==> config.mk <==
export PLATFORM = sky130hd
export DESIGN_NAME = scr_link_ctrl
export DESIGN_NICKNAME = d
export VERILOG_FILES = /design/src/rtl/scr_link_ctrl.sv
export SDC_FILE = /design/constraint.sdc
export NUM_CORES = 1
export LEC_CHECK = 0
export BUFFER_PORTS_ARGS = -buffer_cell sky130_fd_sc_hd__buf_2
export CAP_MARGIN = 20
export CELL_PAD_IN_SITES_DETAIL_PLACEMENT = 2
export CELL_PAD_IN_SITES_GLOBAL_PLACEMENT = 2
export CORE_MARGIN = 2
export CORE_UTILIZATION = 32
export DETAILED_ROUTE_END_ITERATION = 10
export HOLD_SLACK_MARGIN = 0.12
export PLACE_DENSITY_LB_ADDON = 0.1
export SLEW_MARGIN = 20
export SYNTH_ARGS = -nofsm -noshare
export SYNTH_HDL_FRONTEND = slang
export SYNTH_SLANG_ARGS = --single-unit
==> constraint.sdc <==
create_clock -name clk -period 3.4 [get_ports clk]
set_input_delay 0.17 -clock clk [delete_from_list [all_inputs] [get_ports clk]]
set_output_delay 0.17 -clock clk [all_outputs]
set_load 0.01 [all_outputs]
==> src/rtl/scr_link_ctrl.sv <==
// Receive-side link controller for the x^58+x^39+1 descrambler: sequences its reset/bypass,
// waits out the fill, then tracks lock on the incrementing-counter training pattern.
//
// state  | meaning
// IDLE   | disabled, descrambler held in reset
// FLUSH  | descrambler held in reset for two cycles, bypass latched
// WARMUP | descrambler running, output ignored until its state register is full
// SEARCH | looking for LOCK_COUNT consecutive counter increments
// LOCKED | link good; mismatches counted, UNLOCK_COUNT in a row drops lock
module scr_link_ctrl #(
  parameter int WORDWIDTH    = 32,
  parameter int LOCK_COUNT   = 16,
  parameter int UNLOCK_COUNT = 4
) (
  input  logic                 clk,
  input  logic                 reset,
  input  logic                 enable,
  input  logic                 bypass,
  input  logic                 clrErr,
  input  logic [WORDWIDTH-1:0] dscrData,
  output logic                 dscrReset,
  output logic                 dscrBypass,
  output logic                 locked,
  output logic [1:0]           state,
  output logic [15:0]          errCount
);

  // Encoding chosen so every output is a plain flop bit: [2]=locked, [1]=descrambler out of reset.
  localparam logic [2:0] IDLE   = 3'b000;
  localparam logic [2:0] FLUSH  = 3'b001;
  localparam logic [2:0] WARMUP = 3'b010;
  localparam logic [2:0] SEARCH = 3'b011;
  localparam logic [2:0] LOCKED = 3'b111;

  localparam int WARM = (58 + WORDWIDTH - 1) / WORDWIDTH + 1;
  localparam logic [3:0] WARM_LOAD = 4'(WARM - 1);
  localparam logic [7:0] MATCH_LAST = 8'(LOCK_COUNT - 1);
  localparam logic [7:0] BAD_LAST = 8'(UNLOCK_COUNT - 1);
  localparam logic [WORDWIDTH-1:0] WORD_ONE = {{(WORDWIDTH-1){1'b0}}, 1'b1};

  logic [2:0]           cur_st, nxt_st;
  logic                 flush_cnt, flush_nxt;
  logic [3:0]           warm_cnt, warm_nxt;
  logic [7:0]           match_cnt, match_nxt;
  logic [7:0]           bad_cnt, bad_nxt;
  logic                 search_first, first_nxt;
  logic [WORDWIDTH-1:0] prev, prev_nxt;
  logic                 byp_q, byp_nxt;
  logic [15:0]          err_q;
  logic                 word_ok;
  logic                 err_inc;

  assign word_ok = (dscrData == (prev + WORD_ONE));
  assign err_inc = (cur_st == LOCKED) && !word_ok;

  always_comb begin
    nxt_st    = cur_st;
    flush_nxt = flush_cnt;
    warm_nxt  = warm_cnt;
    match_nxt = match_cnt;
    bad_nxt   = bad_cnt;
    first_nxt = search_first;
    prev_nxt  = prev;
    byp_nxt   = byp_q;
    if (!enable) begin
      nxt_st    = IDLE;
      flush_nxt = 1'b0;
      warm_nxt  = '0;
      match_nxt = '0;
      bad_nxt   = '0;
      first_nxt = 1'b0;
    end else if ((cur_st != IDLE) && (bypass != byp_q)) begin
      // Bypass only moves on the same edge that pulls the descrambler into reset.
      nxt_st    = FLUSH;
      byp_nxt   = bypass;
      flush_nxt = 1'b1;
      warm_nxt  = '0;
      match_nxt = '0;
      bad_nxt   = '0;
      first_nxt = 1'b0;
    end else begin
      case (cur_st)
        IDLE: begin
          nxt_st    = FLUSH;
          byp_nxt   = bypass;
          flush_nxt = 1'b1;
        end
        FLUSH: begin
          if (flush_cnt == 1'b0) begin
            nxt_st   = WARMUP;
            warm_nxt = WARM_LOAD;
          end else begin
            flush_nxt = 1'b0;
          end
        end
        WARMUP: begin
          if (warm_cnt == 4'd0) begin
            nxt_st    = SEARCH;
            first_nxt = 1'b1;
            match_nxt = '0;
          end else begin
            warm_nxt = warm_cnt - 4'd1;
          end
        end
        SEARCH: begin
          prev_nxt = dscrData;
          if (search_first) begin
            first_nxt = 1'b0;
          end else if (word_ok) begin
            if (match_cnt == MATCH_LAST) begin
              nxt_st    = LOCKED;
              match_nxt = '0;
              bad_nxt   = '0;
            end else begin
              match_nxt = match_cnt + 8'd1;
            end
          end else begin
            match_nxt = '0;
          end
        end
        LOCKED: begin
          prev_nxt = dscrData;
          if (word_ok) begin
            bad_nxt = '0;
          end else if (bad_cnt == BAD_LAST) begin
            nxt_st    = FLUSH;
            flush_nxt = 1'b1;
            bad_nxt   = '0;
          end else begin
            bad_nxt = bad_cnt + 8'd1;
          end
        end
        default: nxt_st = IDLE;
      endcase
    end
  end

  always_ff @(posedge clk or negedge reset) begin
    if (!reset) begin
      cur_st       <= IDLE;
      flush_cnt    <= 1'b0;
      warm_cnt     <= '0;
      match_cnt    <= '0;
      bad_cnt      <= '0;
      search_first <= 1'b0;
      prev         <= '0;
      byp_q        <= 1'b0;
    end else begin
      cur_st       <= nxt_st;
      flush_cnt    <= flush_nxt;
      warm_cnt     <= warm_nxt;
      match_cnt    <= match_nxt;
      bad_cnt      <= bad_nxt;
      search_first <= first_nxt;
      prev         <= prev_nxt;
      byp_q        <= byp_nxt;
    end
  end

  // A clear wins over a coincident increment.
  always_ff @(posedge clk or negedge reset) begin
    if (!reset) begin
      err_q <= '0;
    end else if (clrErr) begin
      err_q <= '0;
    end else if (err_inc && (err_q != 16'hFFFF)) begin
      err_q <= err_q + 16'd1;
    end
  end

  assign state      = cur_st[1:0];
  assign locked     = cur_st[2];
  assign dscrReset  = cur_st[1];
  assign dscrBypass = byp_q;
  assign errCount   = err_q;

endmodule

# [Word-level counts from Yosys, hierarchy flattened]
# Cells that the tools add are included.
[op_classes] bitwise=1 eq_ne=21 n_mux=43 add_sub_neg=5 reduce_logical=18
[op_table] op="$mux W8" count=13
[op_table] op="$add A32 B1 Y32 const B" count=1
[op_table] op="$eq A32 B32 Y1" count=1
[op_table] op="$mux W16" count=2
[op_table] op="$pmux W8 S2" count=2
[op_table] op="$mux W3" count=9
[op_table] op="$ne A4 B4 Y1 const B" count=6
[op_table] op="$add A16 B1 Y16 const B" count=1
[op_table] op="$add A8 B1 Y8 const B" count=2
[op_table] op="$mux W4" count=4
[op_table] op="$ne A16 B16 Y1 const B" count=1
[op_table] op="$pmux W3 S5" count=1
[op_table] op="$ne A4 B1 Y1 const B" count=3
[op_table] op="$reduce_and A3 Y1" count=4
[op_table] op="$mux W1" count=9
[op_table] op="$eq A8 B2 Y1 const B" count=1
[op_table] op="$eq A8 B4 Y1 const B" count=1
[op_table] op="$pmux W4 S2" count=1
[op_table] op="$reduce_and A7 Y1" count=1
[op_table] op="$eq A3 B2 Y1 const B" count=2
[op_table] op="$ne A5 B1 Y1 const B" count=1
[op_table] op="$logic_not A4 Y1" count=1
[op_table] op="$ne A4 B2 Y1 const B" count=1
[op_table] op="$ne A4 B3 Y1 const B" count=1
[op_table] op="15 further kinds" count=19
[word_totals] inputBits=37 out_inout_bits=21 register_bits=74 word_cells=97

# [Longest topological paths before layout]
# Gate-level depths: netlist (run 1).
[depth] depth_word=7 mapped_depth=12 ltp_nobuf=10

# [Worst setup path before layout (run 1)]
# Ideal clock, no wire load.
[synth_timing] kind="reg2reg" from="register prev[0]" to="register match_cnt[0]" setup_ps=64 path_stages_with_launch=12 t_arrival_ps=3258 path_slack_ps=77 t_required_ps=3336 path_cell_list="dfrtp_1 ha_1 nand4_1 or2_0 or3_1 a221oi_2 nand4_1 or4_4 or4_1 buf_2 nor4b_2 a21o_1"
[synth_between] elab_chain_cells=7
[synth_lines] item="start, declared" line_no="47" text="logic [WORDWIDTH-1:0] prev, prev_nxt;"
[synth_lines] item="start signal, assigned" line_no="155" text="prev <= prev_nxt;"
[synth_lines] item="$add A32 B1 Y32" line_no="53" text="assign word_ok = (dscrData == (prev + WORD_ONE));"
[synth_lines] item="$eq A32 B32 Y1" line_no="53"
[synth_lines] item="$mux W8" line_no="109" text="end else if (word_ok) begin"
[synth_lines] item="$mux W8" line_no="107" text="if (search_first) begin"
[synth_lines] item="$pmux W8 S2" line_no="82" text="case (cur_st)"
[synth_lines] item="$mux W8" line_no="72" text="end else if ((cur_st != IDLE) && (bypass != byp_q)) begin"
[synth_lines] item="$mux W8" line_no="65" text="if (!enable) begin"
[synth_lines] item="end signal, assigned" line_no="152" text="match_cnt <= match_nxt;"
[synth_lines] item="end, declared" line_no="44" text="logic [7:0] match_cnt, match_nxt;"
# Every way passes these cells. The select of a mux whose other input is x is not followed.
# A chain may end at the register's enable or synchronous reset.

# [Worst setup path in the final report (run 1)]
[layout_timing] from="register prev[0]" to="register bad_cnt[4]"
[layout_between] elab_chain_cells=6 elab_cells_between_ends=8
[layout_lines] item="$add A32 B1 Y32 (*)" line_no="53"
[layout_lines] item="$eq A32 B32 Y1 (*)" line_no="53"
[layout_lines] item="$mux W8" line_no="123" text="if (word_ok) begin"
[layout_lines] item="$pmux W8 S2" line_no="82"
[layout_lines] item="$mux W8" line_no="72"
[layout_lines] item="$mux W8" line_no="65"
[layout_lines] item="end signal, assigned" line_no="153" text="bad_cnt <= bad_nxt;"
[layout_lines] item="end, declared" line_no="45" text="logic [7:0] bad_cnt, bad_nxt;"
# Mark *: on every way between the ends. The rest lies on a longest branch, timed or not.

==> summary.txt, run 1 <==
Setup path
  – Setup crit end kind: flop
  – Worst r2r path cells: 16
  – CP Launch Type: flop
  – CP Cell Sequence: ha_2 -> nand4_1 -> buf_6 -> nor4_4 -> buf_4 -> buf_4 -> xnor2_1 -> nor4_2 -> nand4_1 -> or4_4 -> buf_6 -> nor3_4 -> buf_4 -> buf_16 -> nor4_1 -> a211o_1
  – WP buf/inv: 6
  – Stages on worst setup path: 16
  – Crit path arrival time: 3.79 ns
  – CP startpoint: prev[0]
  – RR Startpoint: prev[0]
  – Crit-path max FO: 9
  – CP required: between 3 and 4 ns
  – Max incr delay on CP: 0.46 ns
  – CP Class: flop to flop
  – Slowest CP cell: or4_4
  – Cell family with most CP delay: simple AND/OR/NAND/NOR gates
  – Most frequent CP cell: buf_4

Timing
  – RSZ-0062 raised after global routing: true
  – Post-route setup TNS: -2.45 ns
  – Final Hold Fails: 0
  – Hold_ws: 0.115 ns
  – # setup viols final: 32
  – Fin worst setup slack: -0.159 ns
  – Max-slew headroom: 49.0%
  – Final period utilization: 105%
  – Worst slew pin tran: 0.765 ns
  – Clk_skew: 0.00463 ns
  – Slew Viols, Final: 0
  – Min Tclk post-route: 3.56 ns
  – Highest Clock Rate: 0.281 GHz

Min path
  – Hold path depth: 3
  – HP Class: primary input to flop
  – Hold_sp: dscrData[15]

GRT
  – Vias in the first global route: about 5.7k
  – First-pass GRT wire length: 30.8 mm
  – Global route total overflow: 0
  – Initial antenna violation count: 0
  – Overall routing resource usage: a little under a quarter
  – Largest net degree at the start of global routing: 75

Logic synthesis
  – Post-synthesis cell area: 4850 um^2
  – Synth Area in Compound Gates: 12.7%
  – Number of synthesized flops with an enable pin: 0
  – Primary flip-flop cell chosen by synthesis mapping: dfrtp_1
  – Sequential area share after synthesis: a little under two fifths
  – YS warnings: 0
  – Synthesized instance count: 587
  – Adder-cell share of the synthesized area: under 10%
  – Post-Synth Simple-Gate Area: 33.7%
  – Synth async-reset ratio: 100%
  – Synthesized Nets: between 600 and 700
  – Mean Syn Cell Area: 8.26 um^2
  – Synth Register Bits: between 70 and 80
  – Multiplexer share of the synthesized area: 2.97%
  – Synth Area in XOR/XNOR: 8.13%
  – Yosys cell types: 58
  – Largest family of logic cells by synthesized area: simple AND/OR/NAND/NOR gates

Drt
  – Drt total wl: 19.4 mm
  – Vias after detailed routing: 5067
  – Number of routed nets with antenna violations: 0
  – Vias/cell: between 5 and 6
  – Detailed Routing Iterations Pass 1: 4
  – DR DRC count: 0
  – 1st-iter DRT viols: 207
  – Wirelength per Cell: 21.1 um

CTS
  – Worst-path clk slew: 0.06 ns
  – Num CTS Buffers: 9
  – CTS tree: done
  – Root Buffer: clkbuf_16
  – H-tree depth: 3
  – Clock insertion delay at the later pin of the skew report: 0.35 ns
  – Total number of clock tree sinks: 74
  – CTS max path bufs: 2

Layout
  – Ant. Diodes: 0
  – Most frequent cells in the layout: nand2_1 (126), dfrtp_1 (70), buf_2 (56)
  – Most common cell after layout, fill and taps aside: nand2_1
  – Area Overhead vs Synth: 38.5%
  – Final net count: 773
  – Fill count: approximately 1.6k
  – Layout cell share with drive strength beyond 1: roughly 27%

Floorplanning
  – Initial Util: 33.1%
  – Row count: 44
  – Die ar.: approximately 16000 um^2
  – Core ar.: roughly 15000 um^2
  – Io pins: 58
  – Die Span Y: between 100 and 150 um
  – Die W: 127 um

Pwr
  – Cell Pwr Density: between 500 and 600 nW/um^2
  – Peak supply drop: ~280 uV
  – Leak pwr: approximately 0.0031 uW

Place
  – Dpl hpwl: 11.6 mm
  – GPL Wtd Cong: 0.808
  – I/O Buffers: 57
  – Setup WS pre-CTS: -0.140 ns

Flow run
  – Maxcap violations: 0

Run status
  – Status: finished with violations
  – Failing checks: negative setup slack
[worst min-delay path, cell delays in order]
cell and delay (ns):
buf_2 0.11, nand2_1 0.06, o21ai_0 0.08
[path summary, 6_finish.rpt]
| kind | endpoint | slack [ns] |
|---|---|---|
| worst max-delay path | bad_cnt[4] | -0.16 |
| worst min register to register | warm_cnt[3] | 0.50 |
| worst min-delay path | prev[15] | 0.11 |
| worst max register to register | bad_cnt[4] | -0.16 |
| min in group asynchronous | cur_st[0] | 0.42 |
| max in group asynchronous | prev[6] | 2.40 |
[cell type report]
cell class / instances / area [um^2] / share of cell area [%]
flip-flops and latches: 74 / 1860 / 27.7
multi-input cells: 477 / 3040 / 45.3
clock buffers: 9 / 225 / 3.36
clock inverters: 6 / 82.6 / 1.23
well taps: 184 / 230 / 3.43
repair buffers: 157 / 1230 / 18.3
inverters: 12 / 45.0 / 0.671
[through the flow]
| stage | total power [uW] | utilization (%) | std cells | area [um^2] |
|---|---|---|---|---|
| final | 3890 | 45.8 | 919 | 6710 |
| after global routing | 4100 | 45.8 | 919 | 6710 |
| after CTS | 3750 | 44.8 | 914 | 6570 |
| after detailed placement | 2590 | 38.6 | 854 | 5660 |
| after global placement | 2510 | 38.6 | 854 | 5660 |
| after floorplan | 2040 | - | 587 | 4850 |
[cell usage after synthesis, types with 3 or more instances]
cell type	number	area (um^2)
xor2_1	18	158
xnor2_1	27	236
dfrtp_1	74	1850
a21oi_1	21	105
nand3_1	32	160
a211o_1	6	52.6
inv_1	11	41.3
buf_2	5	25.0
nand2_1	126	473
nor3_1	27	135
nand3b_1	3	22.5
nor2_1	31	116
nor2b_1	8	50.1
and3_1	14	87.6
o21ai_0	20	100
clkbuf_1	17	63.8
nand4_1	17	106
o31ai_1	12	90.1
nand2b_1	10	62.6
or2_2	6	37.5
nor3b_1	3	22.5
or4_1	9	67.6
a311oi_1	3	26.3
nor4_1	14	87.6
a21o_1	8	60.1
or3_1	7	43.8
ha_1	5	62.6
a211oi_1	3	22.5
mux2_2	11	124
[metal layers]
layer | vias up | global-route usage, % | routed length [um]
li1 | 2389 | - | -
met1 | 2576 | 30.5 | 8540
met2 | 70 | 41.6 | 10000
met3 | 32 | 3.48 | 416
met4 | 0 | 8.08 | 426
met5 | - | 0 | 0
[repair_timing]
action / in CTS / in global routing
endpoints found under the setup margin: 30 / 35
pin swaps: 11 / 11
endpoints found under the hold margin: 106 / 0
cloned: 4 / 0
gates resized for setup: 25 / 30
hold buffers: 33 / 0
buffers inserted: 8 / 7
[logic make-up after synthesis]
group / after synthesis
buffers and inverters: 36
xor gates and xnor gates: 45
AOI/OAI and AO/OA: 91
adders and majority gates: 5
muxes: 13
DFF: 74
and+or+nand+nor: 323
[registers in the layout, summed over array words and instances (netlist names)]
name and flops:
cur_st 3, dscrBypass 1, errCount 16, warm_cnt 4, prev 32, match_cnt 8, search_first 1, flush_cnt 1
bad_cnt 8
[where the power goes]
| group | switching (uW) | internal [uW] | total, uW |
|---|---|---|---|
| logic | 847 | 638 | 1490 |
| clock network | 429 | 636 | 1070 |
| registers | 247 | 1090 | 1340 |
(Power assumes the default switching activity.)
==> inputs of run 2 (changes only) <==
CORE_ASPECT_RATIO = 0.6   (was not set)
==> run 2 against run 1 <==
  * The flow still finishes with violations (negative setup slack)
  * Combinational power barely moved
  * Via count rose by 0.26%
  * Utilization fell by 0.68 points
  * Cell area fell by 1.5%
  * First-iteration DRC count fell by 6.8%
  * Critical path depth fell by 2
  * Setup slack got worse by 0.026 ns
  * Critical path type unchanged
==> summary.txt, run 2 (synthesized netlist as in run 1, its figures left out) <==
Layout
  – Final net count: around 770
  – Most frequent cells in the layout: nand2_1 (126), dfrtp_1 (73), buf_2 (56)
  – Max reg flops: 32
  – Layout cell share with drive strength beyond 1: 25.1%
  – Final Instance Count excl. Fillers: 926
  – Area Overhead vs Synth: 36.3%
  – Most common cell after layout, fill and taps aside: nand2_1
  – Fill count: approximately 1.6k
  – Ant. Diodes: 0
  – Most flop-heavy register: prev

Drt
  – Number of routed nets with antenna violations: 0
  – Wirelength per Cell: between 20 and 25 um
  – 1st-iter DRT viols: slightly below 200
  – Drt total wl: 19.5 mm
  – Vias after detailed routing: 5080
  – DR DRC count: 0
  – Vias/cell: 5.49
  – Detailed Routing Iterations Pass 1: 4

Floorplanning
  – Row count: 34
  – Initial Util: between 30% and 40%
  – Die ar.: 16200 um^2
  – Die Span Y: 99.3 um
  – Core ar.: approximately 15000 um^2
  – Io pins: 58
  – Die W: around 160 um

Pwr
  – Leak pwr: 0.00302 uW
  – Gate power share: 39.2%
  – Clock network power share: 25.2%
  – Switching share of power: between 30% and 40%
  – Seq pwr share: 35.6%
  – Switching pwr: 1500 uW
  – Peak supply drop: slightly above 200 uV
  – Cell Pwr Density: 573 nW/um^2
  – Internal power: 2290 uW

Timing
  – Final period utilization: 105%
  – RSZ-0062 raised after global routing: true
  – # setup viols final: 31
  – Slew Viols, Final: 0
  – Worst slew pin tran: approximately 0.77 ns
  – Final Hold Fails: 0
  – Max-slew headroom: 49.0%
  – Min Tclk post-route: 3.58 ns
  – Fin worst setup slack: -0.185 ns
  – Highest Clock Rate: 0.279 GHz
  – Clk_skew: 0.00926 ns

GRT
  – Global route total overflow: 0
  – Overall routing resource usage: 23.9%
  – Vias in the first global route: 5389
  – Global route hottest layer: met1
  – GR Util met2: 35.9%
  – Met1 Use GR: 36.1%
  – First-pass GRT wire length: 30.1 mm
  – Initial antenna violation count: 1
  – M3 GR Usage: under 10%
  – Largest net degree at the start of global routing: 75

Setup path
  – CP Class: flop to flop
  – Setup crit end kind: flop
  – CP Launch Type: flop
  – Crit-path max FO: 9
  – Crit path arrival time: 3.81 ns
  – CP required: 3.62 ns

Flow run
  – Maxcap violations: 0

CTS
  – Worst-path clk slew: 0.06 ns
  – Root Buffer: clkbuf_16
  – CTS max path bufs: 2
  – Clock insertion delay at the later pin of the skew report: 0.34 ns
  – Num CTS Buffers: 9
  – CTS tree: done
  – Total number of clock tree sinks: 74
  – H-tree depth: 3

Place
  – Inst Count DP: 863
  – Dpl hpwl: about 13 mm
  – I/O Buffers: 57
  – Setup WS pre-CTS: -0.240 ns
  – GPL Wtd Cong: 0.859

Run status
  – Status: finished with violations
  – Failing checks: negative setup slack

Min path
  – HP Class: primary input to flop
==> run 2: changes by cell type in the layout (fill, tap and decap cells not counted), moves of 3 or more <==
cell,delta
buf_6,-4
nor3_1,+6
a21oi_1,-4
o31ai_1,+4
o31ai_2,-3
dfrtp_1,+3
buf_16,-3
dfrtp_2,-3
a21oi_2,+4
nor3_2,-6
==> run 2: final timing paths <==
path                        startpoint            to  slack (ns)  depth (start not counted)
max                            prev[1]  errCount[10]       -0.18                         14
min                             enable     flush_cnt        0.14                          2
min reg2reg                warm_cnt[3]   warm_cnt[3]        0.49                          1
max in group asynchronous        reset       prev[0]        2.38                          2
max reg2reg                    prev[1]  errCount[10]       -0.18                         14
min in group asynchronous        reset   errCount[8]        0.44                          2
==> run 2: worst max-delay path, stage by stage (launching register included) <==
cell     delay (ns)
dfrtp_1        0.41
ha_4           0.16
nand4_1        0.26
buf_4          0.26
nor4_4         0.21
buf_4          0.18
nand3_4        0.09
xor2_1         0.16
a211o_1        0.29
or4_4          0.55
nor3_4         0.23
buf_6          0.16
buf_12         0.13
nor4_1         0.06
mux2_2         0.31
==> run 2: metal layers <==
| metal | part of all wire [%] | up-vias |
|---|---|---|
| met5 | 0.067 | - |
| met4 | 0.69 | 2 |
| met3 | 4.0 | 17 |
| met2 | 44 | 81 |
| met1 | 51 | 2605 |
| li1 | - | 2375 |
==> run 2: per-stage QoR <==
step	instance area (um^2)	TNS [ns]	total power (uW)	util (%)	hold slack, ns
5_1_grt	6610	-6.78	4010	45.1	0.143
3_5_place_dp	5660	-2.54	2620	38.7	0.400
4_1_cts	6350	0	3690	43.4	0.127
3_3_place_gp	5650	-0.0508	2560	38.6	0.390
2_1_floorplan	4850	0	2040	-	-0.126
6_report	6610	-3.28	3780	45.1	0.136
==> run 2: final cells by class <==
class	count	area, um^2	share of cell area, %
clock buffer	11	233	3.52
sequential	74	1850	28.0
multi-input combinational	477	3020	45.7
clock inverter	3	42.5	0.644
inverter	12	45.0	0.682
tap	198	248	3.75
timing repair buffer	151	1170	17.7
==> run 2: power by group through the flow <==
stage               logic [uW]  registers, uW  clock network [uW]
finish                    1480           1350                 952
global route              1630           1380                 999
floorplan                  721           1320                   0
CTS                       1390           1320                 972
global placement          1240           1320                   0
detailed placement        1290           1340                   0
==> run 2: repair_timing <==
action	CTS	global route
buffers inserted	9	5
cloned	0	4
endpoints found under the setup margin	30	34
hold buffers	31	0
gates resized for setup	11	30
pin swaps	5	11
endpoints found under the hold margin	104	0
